[src/rtl/laser_hit_scorer.sv]
// Scoring stage downstream of the LASER circle-placement block.
// Snoops the 40-point X/Y load stream, then on DONE latches both circle
// centres and counts how many stored points fall inside either circle,
// PTS_PER_CYC points per cycle.
// Optional feature: define SCORER_PER_CIRCLE_EN to add per-circle counts
// C1_CNT and C2_CNT (overlap points counted in both).
module laser_hit_scorer #(
  parameter int unsigned NPTS        = 40,
  parameter int unsigned PTS_PER_CYC = 4,
  parameter int unsigned RADIUS_SQ   = 16,
  parameter int unsigned CNT_W       = 6
) (
  input  logic             CLK,
  input  logic             RST,
  input  logic [3:0]       X,
  input  logic [3:0]       Y,
  input  logic [3:0]       C1X,
  input  logic [3:0]       C1Y,
  input  logic [3:0]       C2X,
  input  logic [3:0]       C2Y,
  input  logic             DONE,
`ifdef SCORER_PER_CIRCLE_EN
  output logic [CNT_W-1:0] C1_CNT,
  output logic [CNT_W-1:0] C2_CNT,
`endif
  output logic [CNT_W-1:0] HIT_CNT,
  output logic             SCORE_VALID,
  output logic             BUSY
);

  localparam int unsigned IDX_W = $clog2(NPTS);
  localparam logic [IDX_W-1:0] LastLoad  = IDX_W'(NPTS - 1);
  localparam logic [IDX_W-1:0] LastScore = IDX_W'(NPTS - PTS_PER_CYC);
  localparam logic [IDX_W-1:0] IdxStep   = IDX_W'(PTS_PER_CYC);
  localparam logic [8:0]       RadSq     = 9'(RADIUS_SQ);

  typedef enum logic [1:0] {StLoad, StWait, StScore, StReport} state_e;

  state_e           state_q;
  logic [IDX_W-1:0] idx_q;
  logic [CNT_W-1:0] acc_q;
  logic [3:0]       c1x_q, c1y_q, c2x_q, c2y_q;

  logic [3:0] x_buf_q [NPTS];
  logic [3:0] y_buf_q [NPTS];

  logic [IDX_W-1:0]       pidx [PTS_PER_CYC];
  logic [PTS_PER_CYC-1:0] in1, in2;
  logic [CNT_W-1:0]       cycle_hits;
`ifdef SCORER_PER_CIRCLE_EN
  logic [CNT_W-1:0]       c1_acc_q, c2_acc_q;
  logic [CNT_W-1:0]       cycle_c1, cycle_c2;
`endif

  // Full-precision squared distance: |a-b| stays unsigned, squares are 8 bits, sum 9 bits.
  function automatic logic [8:0] dist_sq(input logic [3:0] ax, input logic [3:0] ay,
                                         input logic [3:0] bx, input logic [3:0] by);
    logic [3:0] dx, dy;
    logic [7:0] dx_sq, dy_sq;
    dx    = (ax >= bx) ? (ax - bx) : (bx - ax);
    dy    = (ay >= by) ? (ay - by) : (by - ay);
    dx_sq = {4'b0, dx} * {4'b0, dx};
    dy_sq = {4'b0, dy} * {4'b0, dy};
    return {1'b0, dx_sq} + {1'b0, dy_sq};
  endfunction

  // Evaluate the current group of points against the latched centres.
  always_comb begin
    in1        = '0;
    in2        = '0;
    cycle_hits = '0;
`ifdef SCORER_PER_CIRCLE_EN
    cycle_c1   = '0;
    cycle_c2   = '0;
`endif
    for (int i = 0; i < int'(PTS_PER_CYC); i++) begin
      pidx[i] = idx_q + IDX_W'(i);
      in1[i]  = dist_sq(x_buf_q[pidx[i]], y_buf_q[pidx[i]], c1x_q, c1y_q) <= RadSq;
      in2[i]  = dist_sq(x_buf_q[pidx[i]], y_buf_q[pidx[i]], c2x_q, c2y_q) <= RadSq;
      // A point inside both circles contributes one hit.
      cycle_hits = cycle_hits + CNT_W'(in1[i] | in2[i]);
`ifdef SCORER_PER_CIRCLE_EN
      cycle_c1   = cycle_c1 + CNT_W'(in1[i]);
      cycle_c2   = cycle_c2 + CNT_W'(in2[i]);
`endif
    end
  end

  // Point buffer capture; no reset needed since LOAD rewrites every entry before use.
  always_ff @(posedge CLK) begin
    if (!RST && (state_q == StLoad)) begin
      x_buf_q[idx_q] <= X;
      y_buf_q[idx_q] <= Y;
    end
  end

  // Control FSM with registered result and status outputs.
  always_ff @(posedge CLK) begin
    if (RST) begin
      state_q     <= StLoad;
      idx_q       <= '0;
      acc_q       <= '0;
      c1x_q       <= '0;
      c1y_q       <= '0;
      c2x_q       <= '0;
      c2y_q       <= '0;
      HIT_CNT     <= '0;
      SCORE_VALID <= 1'b0;
      BUSY        <= 1'b0;
`ifdef SCORER_PER_CIRCLE_EN
      c1_acc_q    <= '0;
      c2_acc_q    <= '0;
      C1_CNT      <= '0;
      C2_CNT      <= '0;
`endif
    end else begin
      unique case (state_q)
        StLoad: begin
          if (idx_q == LastLoad) begin
            idx_q   <= '0;
            state_q <= StWait;
          end else begin
            idx_q <= idx_q + 1'b1;
          end
        end
        StWait: begin
          if (DONE) begin
            c1x_q    <= C1X;
            c1y_q    <= C1Y;
            c2x_q    <= C2X;
            c2y_q    <= C2Y;
            acc_q    <= '0;
`ifdef SCORER_PER_CIRCLE_EN
            c1_acc_q <= '0;
            c2_acc_q <= '0;
`endif
            idx_q    <= '0;
            BUSY     <= 1'b1;
            state_q  <= StScore;
          end
        end
        StScore: begin
          acc_q    <= acc_q + cycle_hits;
`ifdef SCORER_PER_CIRCLE_EN
          c1_acc_q <= c1_acc_q + cycle_c1;
          c2_acc_q <= c2_acc_q + cycle_c2;
`endif
          if (idx_q == LastScore) begin
            HIT_CNT     <= acc_q + cycle_hits;
`ifdef SCORER_PER_CIRCLE_EN
            C1_CNT      <= c1_acc_q + cycle_c1;
            C2_CNT      <= c2_acc_q + cycle_c2;
`endif
            SCORE_VALID <= 1'b1;
            BUSY        <= 1'b0;
            idx_q       <= '0;
            state_q     <= StReport;
          end else begin
            idx_q <= idx_q + IdxStep;
          end
        end
        StReport: begin
          // Terminal until RST.
        end
        default: state_q <= StLoad;
      endcase
    end
  end

endmodule
[config.mk]
export PLATFORM = sky130hd
export DESIGN_NAME = laser_hit_scorer
export DESIGN_NICKNAME = d
export VERILOG_FILES = /design/src/rtl/laser_hit_scorer.sv
export SDC_FILE = /design/constraint.sdc
export NUM_CORES = 1
export LEC_CHECK = 0
export BUFFER_PORTS_ARGS = -buffer_cell sky130_fd_sc_hd__buf_2
export CORE_UTILIZATION = 65
export DETAILED_ROUTE_END_ITERATION = 8
export PLACE_DENSITY_LB_ADDON = 0.05
export SYNTH_ARGS = -nofsm -noshare
export SYNTH_HDL_FRONTEND = slang
export SYNTH_SLANG_ARGS = --single-unit
[constraint.sdc]
create_clock -name CLK -period 16.1 [get_ports CLK]
set_input_delay 3.22 -clock CLK [delete_from_list [all_inputs] [get_ports CLK]]
set_output_delay 3.22 -clock CLK [all_outputs]
set_load 0.01 [all_outputs]
==> impl_metrics.env, run 1 <==
export IMPL_initial_utilization_pct=66.4
export IMPL_cts_bufs_inserted=41
export IMPL_required_ns=16.60
export IMPL_power_uw=7640
export IMPL_worstSkewPairLatency_ns=0.61
export IMPL_cts_root_buffer="sky130_fd_sc_hd__clkbuf_16"
export IMPL_floorplan_die_height_um=224
export IMPL_holdWs_ns=0.460
export IMPL_hp_class="flip-flop to flip-flop"
export IMPL_detail_route_vias_per_cell=7.19
export IMPL_place_area_um2=32800
export IMPL_syn_instance_count=2509
export IMPL_synth_top_cells_by_area="sky130_fd_sc_hd__edfxtp_1, sky130_fd_sc_hd__mux4_2, sky130_fd_sc_hd__ha_1, sky130_fd_sc_hd__fa_1, sky130_fd_sc_hd__mux2i_1"
export IMPL_fp_dieArea_um2=50100
export IMPL_synth_top_flop_cell="sky130_fd_sc_hd__edfxtp_1"
export IMPL_critPathLaunchType="flip-flop"
export IMPL_synthesis_nets=2926
export IMPL_status="complete, no violations"
export IMPL_track_usage_pct=39.5
export IMPL_hold_violations=0
export IMPL_post_route_period_util_pct=71.6
export IMPL_critical_path_peak_fanout=38
export IMPL_ys_seq_area_share_pct=32.8
export IMPL_detailroute_via_count=23000
export IMPL_timing_worst_setup_path_type="flip-flop to flip-flop"
export IMPL_design_portCount=35
export IMPL_path_common_cell="sky130_fd_sc_hd__fa_1"
export IMPL_cp_capture_type="flip-flop"
export IMPL_detailed_place_hpwl_mm=67.5
export IMPL_critPathSlowestCell="sky130_fd_sc_hd__ha_4"
export IMPL_grt_overflow_total=0
export IMPL_synth_enable_flop_cells=320
export IMPL_worst_slew_margin_rel_pct=16.8
export IMPL_critical_path_arrival_ns=12.02
export IMPL_drt_first_iter_violations=3021
export IMPL_fin_crit_ns=11.52
export IMPL_first_global_vias=23000
export IMPL_number_of_max_slew_violations_in_the_final_report=0
export IMPL_timing_final_setup_violations=0
export IMPL_synthesis_area_per_instance_um2=12.7
export IMPL_die_width_um=224
export IMPL_synth_most_common_cell="sky130_fd_sc_hd__mux4_2"
export IMPL_synthesis_stage_register_bit_count=364
export IMPL_rows=80
export IMPL_max_freq_ghz=0.0868
export IMPL_nets=2923
export IMPL_finalSetupTns_ns=0
export IMPL_worst_slack_ns=4.58
export IMPL_routed_wl_mm=96.3
export IMPL_cts_tree="done"
export IMPL_synth_warnings=0
export IMPL_antenna_left=0
export IMPL_core_area_um2=48100
export IMPL_worst_path_largest_cell_delay_ns=0.78
export IMPL_drc=0
export IMPL_drive_gt1_share_pct=22.4
export IMPL_grt_pass1_wl_mm=144
export IMPL_power_density_nw_per_um2=224
export IMPL_rsz0062_at_grt="false"
export IMPL_synth_top_area_cell="sky130_fd_sc_hd__edfxtp_1"
export IMPL_h_tree_depth=2
export IMPL_average_routed_wire_per_standard_cell_um=30.1
export IMPL_timing_worst_slew_pin_value_ns=1.25
export IMPL_synth_top_cell_area_share_pct=30.1
export IMPL_flow_area_growth_from_synthesis_pct=6.54
export IMPL_leakage_dissipation_uw=0.0129
export IMPL_post_synth_instance_area_um2=32000
export IMPL_fraction_of_synthesis_flops_using_an_asynchronous_set_or_reset_pin_pct=0
export IMPL_synth_cell_type_count=73
export IMPL_cts_path_max_buffers=3
export IMPL_grt_antenna_before_repair=5
export IMPL_clock_skew_ns=0.0460
export IMPL_drt_first_pass_iters=6
export IMPL_cts_hold_repair_buffers=0
export IMPL_gpl_final_weighted_congestion=0.967
export IMPL_place_worst_setup_slack_ns=4.68
export IMPL_timing_max_cap_violations=0
export IMPL_finalInstanceArea_um2=34100
export IMPL_cts_sink_count=364
export IMPL_post_synth_top_cells="sky130_fd_sc_hd__mux4_2, sky130_fd_sc_hd__edfxtp_1, sky130_fd_sc_hd__ha_1, sky130_fd_sc_hd__inv_1, sky130_fd_sc_hd__nand2_1"
export IMPL_ir_drop_mv=0.322
export IMPL_ctsResizeCount=0
export IMPL_grt_start_max_net_pins=59
export IMPL_number_of_port_buffers=34
export IMPL_post_cts_setup_buffers=0
export IMPL_path_clk_slew_ns=0.06
[power by group]
group          leakage (uW)  internal (uW)  total, uW  switching, uW
logic               0.00910           2530       5680           3150
clock network      0.000607            489        890            401
registers           0.00324           1040       1070           32.7
total                0.0129           4060       7640           3590
[sequential cells by signal, summed over array words and instances (netlist names), 2 cells and up, named ones only]
signal / count
state_q: 2
x_buf_q: 160
y_buf_q: 160
c1x_q: 4
HIT_CNT: 6
c2y_q: 4
c1y_q: 4
c2x_q: 4
acc_q: 6
idx_q: 6
[final timing paths]
path	from	to	slack, ns	depth (start not counted)
max	idx_q[0]$_SDFFE_PP0P_	acc_q[2]$_SDFFE_PP0P_	4.58	32
min	c1y_q[3]$_SDFFE_PP0P_	c1y_q[3]$_SDFFE_PP0P_	0.46	2
max reg2reg	idx_q[0]$_SDFFE_PP0P_	acc_q[2]$_SDFFE_PP0P_	4.58	32
min reg2reg	c1y_q[3]$_SDFFE_PP0P_	c1y_q[3]$_SDFFE_PP0P_	0.46	2
[cell families (layout without fill, tap and decap cells)]
kind of cell,after synthesis,count (layout),synth area share [%]
compound gates,315,315,6.57
flops,364,364,32.8
mux,468,468,28.1
fa+ha+maj,390,390,18.2
simple gates,557,557,7.77
xor+xnor,65,65,1.83
other cells,0,2,0
buf+inv,350,379,4.75
[critical path: cells and delay by family, from the launching register on]
kind | cells | cell delay [ns]
compound gates | 8 | 1.56
fa+ha+maj | 10 | 4.88
simple gates | 4 | 1.15
flops | 1 | 0.76
buf+inv | 4 | 1.20
mux | 5 | 1.64
xor+xnor | 1 | 0.16
[layer usage]
layer / vias to the layer above / global-route usage (%) / part of all wire [%]
li1: 9487 / - / -
met1: 11400 / 49.2 / 34
met2: 1723 / 61.1 / 46
met3: 386 / 11.7 / 13
met4: 6 / 24.7 / 7.3
met5: - / 0 / 0.038
[cell type report]
type                            count  area [um2]
Multi-Input combinational cell   1795       20100
Fill cell                        3277       14100
Sequential cell                   364       10500
Clock buffer                       49        1060
Inverter                          225         845
Tap cell                          656         821
Timing Repair Buffer               79         508
Clock inverter                     26         200
Antenna cell                        2        5.00
[metrics by stage]
step	utilization, %	instances
2_1_floorplan	-	2509
3_3_place_gp	68.1	3119
3_5_place_dp	68.1	3119
6_report	70.7	3196
4_1_cts	70.7	3194
5_1_grt	70.7	3196
[cell usage in the layout, fill, tap and decap left out, types with 39 or more instances in the layout]
| master | instances |
|---|---|
| sky130_fd_sc_hd__nand3_1 | 55 |
| sky130_fd_sc_hd__ha_1 | 266 |
| sky130_fd_sc_hd__a21o_1 | 82 |
| sky130_fd_sc_hd__clkbuf_16 | 41 |
| sky130_fd_sc_hd__nor2_1 | 148 |
| sky130_fd_sc_hd__mux2i_1 | 108 |
| sky130_fd_sc_hd__mux4_2 | 334 |
| sky130_fd_sc_hd__a21oi_1 | 104 |
| sky130_fd_sc_hd__edfxtp_1 | 320 |
| sky130_fd_sc_hd__dfxtp_1 | 39 |
| sky130_fd_sc_hd__fa_1 | 123 |
| sky130_fd_sc_hd__nand2_1 | 206 |
| sky130_fd_sc_hd__buf_4 | 45 |
| sky130_fd_sc_hd__inv_1 | 218 |
No activity file was read; power rests on OpenSTA's default activity.
==> inputs of run 2 (changes only) <==
ABC_AREA = 1   (was unset)
clock period = 11 ns   (was 16.1 ns; I/O delays follow)
==> run 2 against run 1 <==
Register-to-register slack lost 3.4 ns. Clock skew down 0.019 ns. Cell area grew 4.2%. Largest cell class unchanged.
==> impl_metrics.env, run 2 <==
export IMPL_status="complete, no violations"
export IMPL_synth_top_flop_cell="sky130_fd_sc_hd__edfxtp_1"
export IMPL_design_portCount=35
export IMPL_grt_start_max_net_pins=164
export IMPL_track_usage_pct=43.0
export IMPL_antenna_left=0
export IMPL_gpl_final_weighted_congestion=1.02
export IMPL_synth_cell_type_count=45
export IMPL_worst_path_largest_cell_delay_ns=0.57
export IMPL_reg2reg_slack_ns=1.18
export IMPL_critPathSlowestCell="sky130_fd_sc_hd__fa_1"
export IMPL_core_area_um2=51200
export IMPL_grt_pass1_wl_mm=172
export IMPL_synth_top_cells_by_area="sky130_fd_sc_hd__edfxtp_1, sky130_fd_sc_hd__nand2_1, sky130_fd_sc_hd__nand3_1, sky130_fd_sc_hd__ha_1, sky130_fd_sc_hd__fa_1"
export IMPL_synthesis_area_per_instance_um2=7.25
export IMPL_drive_gt1_share_pct=4.23
export IMPL_die_width_um=230
export IMPL_timing_max_cap_violations=0
export IMPL_finalSetupTns_ns=0
export IMPL_flow_area_growth_from_synthesis_pct=5.37
export IMPL_synth_enable_flop_cells=320
export IMPL_average_routed_wire_per_standard_cell_um=21.6
export IMPL_detailed_place_hpwl_mm=78.7
export IMPL_max_freq_ghz=0.102
export IMPL_detailroute_via_count=32300
export IMPL_critPathLaunchType="flip-flop"
export IMPL_synth_top_area_cell="sky130_fd_sc_hd__edfxtp_1"
export IMPL_rows=83
export IMPL_grt_antenna_before_repair=1
export IMPL_grt_overflow_total=0
export IMPL_timing_hold_worst_start="acc_q[0]$_SDFFE_PP0P_"
export IMPL_timing_rr_end="acc_q[4]$_SDFFE_PP0P_"
export IMPL_cts_sink_count=364
export IMPL_path_clk_slew_ns=0.07
export IMPL_drt_first_pass_iters=6
export IMPL_r2r_start="idx_q[1]$_SDFFE_PP0P_"
export IMPL_synth_most_common_cell="sky130_fd_sc_hd__nand2_1"
export IMPL_floorplan_die_height_um=230
export IMPL_mostFrequentLayoutCell="sky130_fd_sc_hd__nand2_1"
export IMPL_synth_top_cell_area_share_pct=28.5
export IMPL_timing_worst_setup_path_type="flip-flop to flip-flop"
export IMPL_post_synth_instance_area_um2=33700
export IMPL_number_of_port_buffers=34
export IMPL_cts_root_buffer="sky130_fd_sc_hd__clkbuf_16"
export IMPL_routed_wl_mm=113
export IMPL_finalInstanceArea_um2=35500
export IMPL_fin_crit_ns=9.82
export IMPL_number_of_max_slew_violations_in_the_final_report=0
export IMPL_cp_capture_type="flip-flop"
export IMPL_worstSkewPairLatency_ns=0.59
export IMPL_hold_violations=0
export IMPL_initial_utilization_pct=65.8
export IMPL_hp_class="flip-flop to flip-flop"
export IMPL_synthesis_stage_register_bit_count=364
export IMPL_required_ns=11.51
export IMPL_timing_hold_worst_path_depth=2
export IMPL_cts_path_max_buffers=3
export IMPL_cts_tree="done"
export IMPL_drc=0
export IMPL_rsz0062_at_grt="false"
export IMPL_worst_slew_margin_rel_pct=12.4
export IMPL_clock_skew_ns=0.0267
export IMPL_ys_seq_area_share_pct=31.1
export IMPL_path_common_cell="sky130_fd_sc_hd__fa_1"
export IMPL_detail_route_vias_per_cell=6.17
export IMPL_critical_path_peak_fanout=39
export IMPL_critical_path_buf_inv_count=8
export IMPL_place_worst_setup_slack_ns=1.39
export IMPL_fp_dieArea_um2=52700
export IMPL_worst_slack_ns=1.18
export IMPL_leading_cell_types_in_the_layout_fill_and_taps_excluded="sky130_fd_sc_hd__nand2_1, sky130_fd_sc_hd__nand3_1, sky130_fd_sc_hd__inv_1"
export IMPL_largest_registers="x_buf_q (160), y_buf_q (160)"
export IMPL_critical_path_arrival_ns=10.32
export IMPL_timing_worst_slew_pin_value_ns=1.31
export IMPL_post_synth_top_cells="sky130_fd_sc_hd__nand2_1, sky130_fd_sc_hd__nand3_1, sky130_fd_sc_hd__inv_1, sky130_fd_sc_hd__edfxtp_1, sky130_fd_sc_hd__ha_1"
export IMPL_first_global_vias=29700
export IMPL_critPathTopFamily="adder cells"
export IMPL_post_route_period_util_pct=89.3
export IMPL_whs_endpoint="acc_q[0]$_SDFFE_PP0P_"
export IMPL_fraction_of_synthesis_flops_using_an_asynchronous_set_or_reset_pin_pct=0
export IMPL_synth_warnings=0
export IMPL_place_area_um2=34100
export IMPL_timing_final_setup_violations=0
export IMPL_ctsResizeCount=0
export IMPL_cts_hold_repair_buffers=0
export IMPL_synthesis_nets=5063
export IMPL_drt_first_iter_violations=4851
export IMPL_startpoint="idx_q[1]$_SDFFE_PP0P_"
export IMPL_post_cts_setup_buffers=0
export IMPL_h_tree_depth=2
export IMPL_r2r_cells=40
export IMPL_syn_instance_count=4646
export IMPL_nets=4942
export IMPL_cts_bufs_inserted=42
-- run 2: area by class of cell --
| cell class | instances | area (um2) |
|---|---|---|
| diodes | 1 | 2.50 |
| clock inverters | 24 | 203 |
| well taps | 680 | 851 |
| inverters | 536 | 2020 |
| flip-flops and latches | 364 | 10500 |
| clock buffers | 53 | 1140 |
| repair buffers | 87 | 706 |
| multi-input cells | 3494 | 20000 |
| fillers | 4403 | 15700 |
-- run 2: worst max-delay path by stage --
| stage | end | depth (start not counted) |
|---|---|---|
| after floorplan | acc_q[4]$_SDFFE_PP0P_ | 48 |
| after global placement | acc_q[4]$_SDFFE_PP0P_ | 40 |
| after detailed placement | acc_q[4]$_SDFFE_PP0P_ | 42 |
| after CTS | acc_q[4]$_SDFFE_PP0P_ | 38 |
| after global routing | acc_q[4]$_SDFFE_PP0P_ | 42 |
| final | acc_q[4]$_SDFFE_PP0P_ | 40 |
-- run 2: worst reg2reg max path, delay by kind of cell, from the launching register on --
kind	cells	cell delay, ns
and+or+nand+nor	18	2.58
AOI/OAI and AO/OA	2	0.33
adders and majority gates	10	4.50
buffers and inverters	8	1.66
xor gates and xnor gates	2	0.36
DFF	1	0.36
-- run 2: metrics by stage --
| stage | util, % | std cells | hold WS (ns) |
|---|---|---|---|
| after detailed placement | 66.7 | 5161 | 0.454 |
| after floorplan | - | 4646 | 0.434 |
| after global routing | 69.3 | 5238 | 0.480 |
| final | 69.3 | 5239 | 0.459 |
| after global placement | 66.7 | 5161 | 0.445 |
| after CTS | 69.3 | 5238 | 0.462 |
-- run 2: cell families after synthesis --
kind of cell,Yosys count,synth area share [%]
adder cells (fa/ha/maj),390,17.2
flip-flops,364,31.1
XOR/XNOR,76,2.13
AO/OA/AOI/OAI,488,8.28
AND/OR/NAND/NOR,2540,31.7
buffers and inverters,788,9.47
-- run 2: metal layers --
metal  up-vias  global-route usage [%]  routed length (um)
met3       389                    8.64               14200
li1      15000                       -                   -
met1     14800                    56.5               42700
met5         -                       0                   0
met2      2158                    65.6               49100
met4         0                    25.4                7450
Power of run 2 is not shown: default switching activity piles up to over one toggle a cycle in this logic, so the estimate is an artifact.
